==> src/rtl/scene_pkg.sv <==
// scene_pkg: shared scene ids, FSM state encodings and fade constants for the
// scene sequencer and its pixel scaler.
package scene_pkg;

  // Brightness level: 0 (black) .. 16 (identity), needs 5 bits.
  localparam int               LVL_W    = 5;
  localparam logic [LVL_W-1:0] FADE_MAX = 5'd16;

  typedef enum logic [1:0] {
    TITLE = 2'd0,
    GAME  = 2'd1,
    WIN   = 2'd2,
    LOSE  = 2'd3
  } scene_e;

  typedef enum logic [2:0] {
    S_TITLE    = 3'd0,
    S_GAME     = 3'd1,
    S_WIN      = 3'd2,
    S_LOSE     = 3'd3,
    S_FADE_OUT = 3'd4,
    S_FADE_IN  = 3'd5
  } state_e;

  // Stable state that displays a given scene.
  function automatic state_e stable_state(input scene_e s);
    case (s)
      GAME:    return S_GAME;
      WIN:     return S_WIN;
      LOSE:    return S_LOSE;
      default: return S_TITLE;
    endcase
  endfunction

endpackage

==> src/rtl/scene_sequencer_fade_scaler.sv <==
// fade_scaler: combinational brightness scaler.
// Ports:
//   pix   in  12  {R,G,B} 4 bits each
//   level in  5   brightness 0..16
//   out   out 12  each channel = (c * level) >> 4
module fade_scaler
  import scene_pkg::*;
(
  input  logic [11:0]      pix,
  input  logic [LVL_W-1:0] level,
  output logic [11:0]      out
);

  // 15 * 16 = 240 fits in 8 bits, so level 16 is an exact identity.
  for (genvar g = 0; g < 3; g++) begin : g_ch
    logic [7:0] prod;
    assign prod           = {4'd0, pix[4*g +: 4]} * {3'd0, level};
    assign out[4*g +: 4]  = 4'(prod >> 4);
  end

endmodule

==> src/rtl/scene_sequencer.sv <==
// scene_sequencer: title -> game -> win/lose -> title scene controller for the
// VGA path. Muxes the active scene generator onto vga_data and runs a
// frame-synchronous fade-out / fade-in on every scene change.
// Ports:
//   clk, rst_n                 pixel clock, async active-low reset
//   h_cnt, v_cnt, valid        shared VGA timing
//   start_pulse                debounced start button (1 cycle)
//   win_evt, lose_evt          game outcome events (1 cycle)
//   title/game/win/lose_data   12-bit scene pixels
//   vga_data                   registered output pixel (1-cycle latency)
//   scene                      current scene id
//   fading                     high during FADE_OUT / FADE_IN
module scene_sequencer
  import scene_pkg::*;
#(
  parameter int H_LAST           = 639,
  parameter int V_LAST           = 479,
  parameter int FADE_STEP_FRAMES = 2,
  parameter int HOLD_FRAMES      = 300
) (
  input  logic        clk,
  input  logic        rst_n,
  input  logic [9:0]  h_cnt,
  input  logic [9:0]  v_cnt,
  input  logic        valid,
  input  logic        start_pulse,
  input  logic        win_evt,
  input  logic        lose_evt,
  input  logic [11:0] title_data,
  input  logic [11:0] game_data,
  input  logic [11:0] win_data,
  input  logic [11:0] lose_data,
  output logic [11:0] vga_data,
  output logic [1:0]  scene,
  output logic        fading
);

  localparam int STEP_W = $clog2(FADE_STEP_FRAMES + 1);
  localparam int HOLD_W = $clog2(HOLD_FRAMES + 1);
  localparam logic [STEP_W-1:0] STEP_LAST = STEP_W'(FADE_STEP_FRAMES - 1);
  localparam logic [HOLD_W-1:0] HOLD_MAX  = HOLD_W'(HOLD_FRAMES);
  localparam logic [HOLD_W-1:0] HOLD_LAST = HOLD_W'(HOLD_FRAMES - 1);

  state_e            state;
  scene_e            scene_q;
  scene_e            next_scene;
  scene_e            pend;
  logic              pend_vld;
  logic [LVL_W-1:0]  level;
  logic [STEP_W-1:0] step;
  logic [HOLD_W-1:0] hold;
  logic              at_last, at_last_d;
  logic              frame_tick;
  logic [11:0]       src, scaled;

  // Edge-detect the registered end-of-frame flag: one tick per frame even if
  // the counters sit on the last pixel for several cycles.
  assign frame_tick = at_last & ~at_last_d;
  assign scene      = scene_q;

  always_comb begin
    src = title_data;
    case (scene_q)
      GAME:    src = game_data;
      WIN:     src = win_data;
      LOSE:    src = lose_data;
      default: src = title_data;
    endcase
  end

  fade_scaler u_scaler (
    .pix   (src),
    .level (level),
    .out   (scaled)
  );

  always_ff @(posedge clk or negedge rst_n) begin
    if (!rst_n) begin
      state      <= S_TITLE;
      scene_q    <= TITLE;
      next_scene <= TITLE;
      pend       <= TITLE;
      pend_vld   <= 1'b0;
      level      <= FADE_MAX;
      step       <= '0;
      hold       <= '0;
      at_last    <= 1'b0;
      at_last_d  <= 1'b0;
      fading     <= 1'b0;
      vga_data   <= 12'h000;
    end else begin
      at_last   <= (h_cnt == 10'(H_LAST)) && (v_cnt == 10'(V_LAST));
      at_last_d <= at_last;
      vga_data  <= valid ? scaled : 12'h000;

      case (state)
        S_TITLE, S_GAME, S_WIN, S_LOSE: begin
          if (frame_tick && pend_vld) begin
            state      <= S_FADE_OUT;
            fading     <= 1'b1;
            next_scene <= pend;
            pend_vld   <= 1'b0;
            step       <= '0;
          end else begin
            // Hold counter saturates so a long stall cannot wrap it.
            if (frame_tick && (state == S_WIN || state == S_LOSE) && hold != HOLD_MAX)
              hold <= hold + 1'b1;
            // Single pending slot: once filled, later events are dropped.
            if (!pend_vld) begin
              case (state)
                S_TITLE: if (start_pulse) begin
                  pend     <= GAME;
                  pend_vld <= 1'b1;
                end
                S_GAME: if (win_evt) begin
                  pend     <= WIN;
                  pend_vld <= 1'b1;
                end else if (lose_evt) begin
                  pend     <= LOSE;
                  pend_vld <= 1'b1;
                end
                default: if (start_pulse || (frame_tick && hold == HOLD_LAST)) begin
                  pend     <= TITLE;
                  pend_vld <= 1'b1;
                end
              endcase
            end
          end
        end

        S_FADE_OUT: if (frame_tick) begin
          if (step == STEP_LAST) begin
            step  <= '0;
            level <= level - 1'b1;
            // Swap the source at black so the change is invisible.
            if (level == LVL_W'(1)) begin
              scene_q <= next_scene;
              state   <= S_FADE_IN;
            end
          end else begin
            step <= step + 1'b1;
          end
        end

        S_FADE_IN: if (frame_tick) begin
          if (step == STEP_LAST) begin
            step  <= '0;
            level <= level + 1'b1;
            if (level == FADE_MAX - 1'b1) begin
              state  <= stable_state(scene_q);
              fading <= 1'b0;
              hold   <= '0;
            end
          end else begin
            step <= step + 1'b1;
          end
        end

        default: begin
          state  <= S_TITLE;
          fading <= 1'b0;
        end
      endcase
    end
  end

endmodule

==> config.mk <==
export PLATFORM = sky130hd
export DESIGN_NAME = scene_sequencer
export DESIGN_NICKNAME = d
export VERILOG_FILES = /design/src/rtl/scene_pkg.sv /design/src/rtl/scene_sequencer_fade_scaler.sv /design/src/rtl/scene_sequencer.sv
export SDC_FILE = /design/constraint.sdc
export NUM_CORES = 1
export LEC_CHECK = 0
export CAP_MARGIN = 20
export CORE_MARGIN = 2
export CORE_UTILIZATION = 40
export DETAILED_ROUTE_END_ITERATION = 8
export HOLD_SLACK_MARGIN = 0.1
export PLACE_DENSITY = 0.67
export SETUP_SLACK_MARGIN = 0.05
export SLEW_MARGIN = 20
export SYNTH_ARGS = -nofsm -noshare
export SYNTH_HDL_FRONTEND = slang
export SYNTH_HIERARCHICAL = 1
export SYNTH_SLANG_ARGS = --single-unit
==> constraint.sdc <==
create_clock -name clk -period 5.9 [get_ports clk]
set_input_delay 1.18 -clock clk [delete_from_list [all_inputs] [get_ports clk]]
set_output_delay 1.18 -clock clk [all_outputs]
set_load 0.02 [all_outputs]
* Word level (Yosys, flattened, before mapping)
Cells that the tools add are included.
** Operators by class
- $add $sub $neg :: 4
- Multiply operators :: 3
- Eq/ne operators :: 27
- Mux-type cells :: 43
- Bitwise logic cells :: 5
- Reductions and logical operators :: 22
** Operators by type and width (number)
- $mux 9 :: 5
- $pmux 12 s3 :: 1
- $mul 4x5->8 :: 3
- $mux 3 :: 7
- $mux 5 :: 4
- $ne 2x2->1 const B :: 10
- $pmux 9 s2 :: 1
- $mux 2 :: 7
- $mux 12 :: 1
- $reduce_and 6->1 :: 2
- $eq 10x10->1 const B :: 1
- $eq 10x9->1 const B :: 1
- $mux 1 :: 10
- $pmux 5 s2 :: 1
- $reduce_and 5->1 :: 2
- $add 9x1->9 const B :: 1
- $eq 9x9->1 const B :: 1
- $ne 9x9->1 const B :: 1
- $pmux 3 s3 :: 1
- $pmux 2 s2 :: 2
- $reduce_and 7->1 :: 1
- $eq 3x2->1 const B :: 2
- $eq 3x3->1 const B :: 2
- $pmux 2 s3 :: 1
- other kinds (24) :: 36
** Word-level totals
- Flip-flop bits (word level) :: 41
- Input bits :: 74
- Output and inout port bits :: 15

* Logic depth before layout (Yosys ltp)
- Word-level depth :: 8
- Depth in mapped cells :: 14
- Mapped depth without buffers :: 12

* By module
The synthesis kept the hierarchy.
** Modules (own cells, without submodules)
- scene_sequencer :: times used 1, cells an instance 212, area each 2331.0 µm², seq. area each 1027.2 µm²
- fade_scaler :: times used 1, cells an instance 171, area each 1400.1 µm², seq. area each 0.0 µm²

* Worst setup path before layout
No wires, ideal clock.
- Path kind :: input -> register
- Start point :: in lose_data[3]
- End point :: reg vga_data[3]
- Arrival :: 3.953 ns
- Data required time :: 5.781 ns
- Setup slack :: 1.828 ns
- Cell stages on the path :: 12
- Buffers on the path :: 0
- Path through :: mux4_2 -> and2_1 -> fa_1 -> inv_1 -> fa_1 -> inv_1 -> ha_1 -> a21oi_1 -> o21ai_0 -> a41oi_1 -> xnor2_1 -> and2_1
** On the way
- Word-level cells in the longest chain between the ends :: 3
** Ends and longest elaborated chain
- start: declaration :: line scene_sequencer.sv:32 : input logic [11:0] lose_data,
- $pmux 12 s3 :: line scene_sequencer.sv:63 : case (scene_q)
- $mul 4x5->8 :: line scene_sequencer_fade_scaler.sv:17 : assign prod = {4'd0, pix[4*g +: 4]} * {3'd0, level};
- net scaled[3] :: line scene_sequencer.sv:54 : logic [11:0] src, scaled;
- $mux 12 :: line scene_sequencer.sv:94 : vga_data <= valid ? scaled : 12'h000;
- end signal: assignment :: line scene_sequencer.sv:94
- end: declaration :: line scene_sequencer.sv:33 : output logic [11:0] vga_data,
The timed path passes the listed nets, and every way through them passes these cells.
A chain may end at the register's enable or synchronous reset.

* Worst setup path after layout
- Start point :: in lose_data[11]
- End point :: reg vga_data[11]
** On the way
- Word-level cells in the longest chain between the ends :: 3
** Ends and longest elaborated chain (line)
- $pmux 12 s3 :: scene_sequencer.sv:63
- net src[11] :: scene_sequencer.sv:54
- $mul 4x5->8 :: scene_sequencer_fade_scaler.sv:17
- net scaled[11] :: scene_sequencer.sv:54
- $mux 12 :: scene_sequencer.sv:94
The timed path passes the listed nets, and every way through them passes these cells.

==> qor.csv <==
metric,value,unit
max incr delay on CP,0.53,ns
internal cell power,0.000449,W
core area,9150,sq um
later-pin clock latency in the skew report,0.29,ns
die area,10100,sq um
Crit-path slowest cell,mux4_2,
fin crit share,0.747,
setup_tns,0,ns
GRT Overall Usage,0.173,
Root Driver,clkbuf_8,
drt drc,0,
most frequent cells in the layout,"87 x clkdlybuf4s50_1, 45 x and2_1, 40 x dfrtp_1",
"delay-heaviest family, CP",adder cells,
combinational power share,0.181,
Die Width,101,microns
GP Congestion,0.854,
Post-CTS Setup Repair Bufs,0,
# hold bufs at CTS,0,
"area leader, netlist",dfrtp_1,
element type at the critical path end,flop,
Hold WC Path Type,flop to flop,
First DRT Iteration DRCs,102,
fmax,0.227,GHz
Rel. slew slack,0.389,
H-Tree Depth,2,
Clk pwr share,0.320,
row count,35,
CTS tree,yes,
crit path DAT,4.60,ns
Final Hold Vio Count,0,
cells on worst reg2reg path,12,
CP cell instances,"clkdlybuf4s50_1, mux4_2, and2_1, fa_1, inv_1, fa_1, inv_1, ha_1, a21oi_1, o21ai_0, a41oi_1, xnor2_1, and2_1",
Post-DP HPWL,6900,microns
worst r2r dst,vga_data[11],
first-pass GRT wire length,14200,microns
HP Start,at_last,
worst vdd ir,0.140,mV
syn_nets,505,
"Reg clk slew, reported paths",0.09,ns
PwrDens,126,nW/um^2
number of flops mapped to enable cells by yosys,0,
CTS Buf Count,5,
final setup vio count,0,
Max Slew Vio Count,0,
Initial Util,0.408,
largest net degree at the start of global routing,42,
Vias,3139,
share of cells above drive strength 1,0.0882,
Routed Antenna Nets,0,
final wirelength,8640,microns
Die H,101,microns
WP buf/inv,3,
Placed Cells,569,
sequential area share after synthesis,0.275,
GRT overflow,0,
cell area after layout,4770,sq um
type of origin of the critical path,primary input,
critical path class,primary input to flop,
"commonest non-fill, non-tap cell in the layout",clkdlybuf4s50_1,
"top cells by area, synth","dfrtp_1 27%, ha_1 11%, fa_1 8.0%",
Sw Pwr,0.000155,W
Post-CTS Resized,0,
Seq pwr share,0.500,
routed len/inst,15.0,microns
clock buffer depth,2,
vias in the first global route,3145,
outcome,"finished, final reports clean",
Worst R2R Start,scene[0],
Tmin final,4.41,ns
Yosys reg bits,41,
initial antenna violation count,0,
Leak,2.14,nW
switch share,0.256,
R2R Setup Slk,1.74,ns
worst setup margin,1.49,ns
Area Overhead vs Synth,27.9,%
Nets,587,
Synth top area share,0.268,
mapped cell area,3730,sq um
Worst EP required,6.09,ns
vias per cell,5.45,
pre-CTS setup slack,1.19,ns
Area after DPL,4680,sq um
predominant post-synthesis flop cell,dfrtp_1,
Avg Synthesized Cell Area,9.74,sq um
Worst Skew,0.00854,ns
drt pass-1 iters,4,
count of cell types in the netlist,54,
Hold Path End,at_last_d,
# port buffers,88,
# IOs,89,
Worst-Margin Slew,0.916,ns
hold depth,0,
CTS Sinks,41,
asr flop ratio synth,1.00,
Post-Layout Cell Count,576,
number of max-cap violations,0,
RSZ-0062 raised after global routing,no,
Post-Syn Instances,383,
yosys warns,6,
worst-path maximum fanout,5,
antenna fix cells,0,
registers in the layout, indices dropped and copies added, names as in the netlist:
name	flops
vga_data	12
hold	9
level	5
state	3
next_scene	2
pend	2
scene	2
step	2
at_last	1
at_last_d	1
fading	1
pend_vld	1
per-layer routing:
metal | GRT usage | vias to the layer above | part of all wire
met4 | 0.0411 | 0 | 0.013
met1 | 0.211 | 1528 | 0.42
li1 | - | 1506 | -
met2 | 0.319 | 95 | 0.52
met5 | 0 | - | 0
met3 | 0.0257 | 10 | 0.047
worst max path at each step:
stage / startpoint / to / slack (ns) / cells after the start
floorplan: lose_data[3] / vga_data[3] / 1.83 / 12
global placement: lose_data[11] / vga_data[11] / 1.30 / 13
detailed placement: game_data[11] / vga_data[11] / 1.19 / 13
CTS: title_data[11] / vga_data[11] / 1.51 / 13
global route: title_data[11] / vga_data[11] / 1.41 / 13
finish: lose_data[11] / vga_data[11] / 1.49 / 13
cells in the mapped netlist, drive strengths merged (3+ instances only):
cell type and instances:
dfrtp 40, nand2 39, xor2 11, inv 27, o21ba 3, o21ai 15, nor4 5, a21oi 22
clkbuf 6, a41oi 4, nand2b 3, ha 33, nor2 15, nor3 8, buf 7, o21bai 3
nand3 3, o31ai 4, mux4 12, nand4b 6, and2 45, xnor2 15, mux2 4, nand4 8
fa 15
cell families after synthesis:
group | count (synthesis) | share of synthesized area
buf+inv | 40 | 0.0439
fa+ha+maj | 48 | 0.191
compound gates | 62 | 0.112
flops | 41 | 0.275
simple gates | 148 | 0.227
xor+xnor | 26 | 0.0610
mux | 18 | 0.0899
power by group through the flow:
stage	combinational (W)	sequential, W	clock [W]
after floorplan	0.0000474	0.000304	0
after global placement	0.000109	0.000307	0
after detailed placement	0.000111	0.000307	0
after CTS	0.000111	0.000302	0.000199
after global routing	0.000119	0.000304	0.000210
final	0.000109	0.000302	0.000193
final cells by class:
type / instances / area [sq um]
fillers: 827 / 4380
multi-input cells: 302 / 2540
flip-flops and latches: 41 / 1030
repair buffers: 88 / 876
well taps: 111 / 139
inverters: 27 / 101
clock buffers: 6 / 82.6
clock inverters: 1 / 7.51
metrics by stage:
step / utilization / total power, W / hold slack, ns
after global routing: 0.522 / 0.000633 / 0.512
final: 0.522 / 0.000604 / 0.472
after global placement: 0.512 / 0.000416 / 0.443
after floorplan: - / 0.000351 / 0.419
after detailed placement: 0.512 / 0.000418 / 0.456
after CTS: 0.522 / 0.000612 / 0.476
No activity file was read; power rests on OpenSTA's default activity.
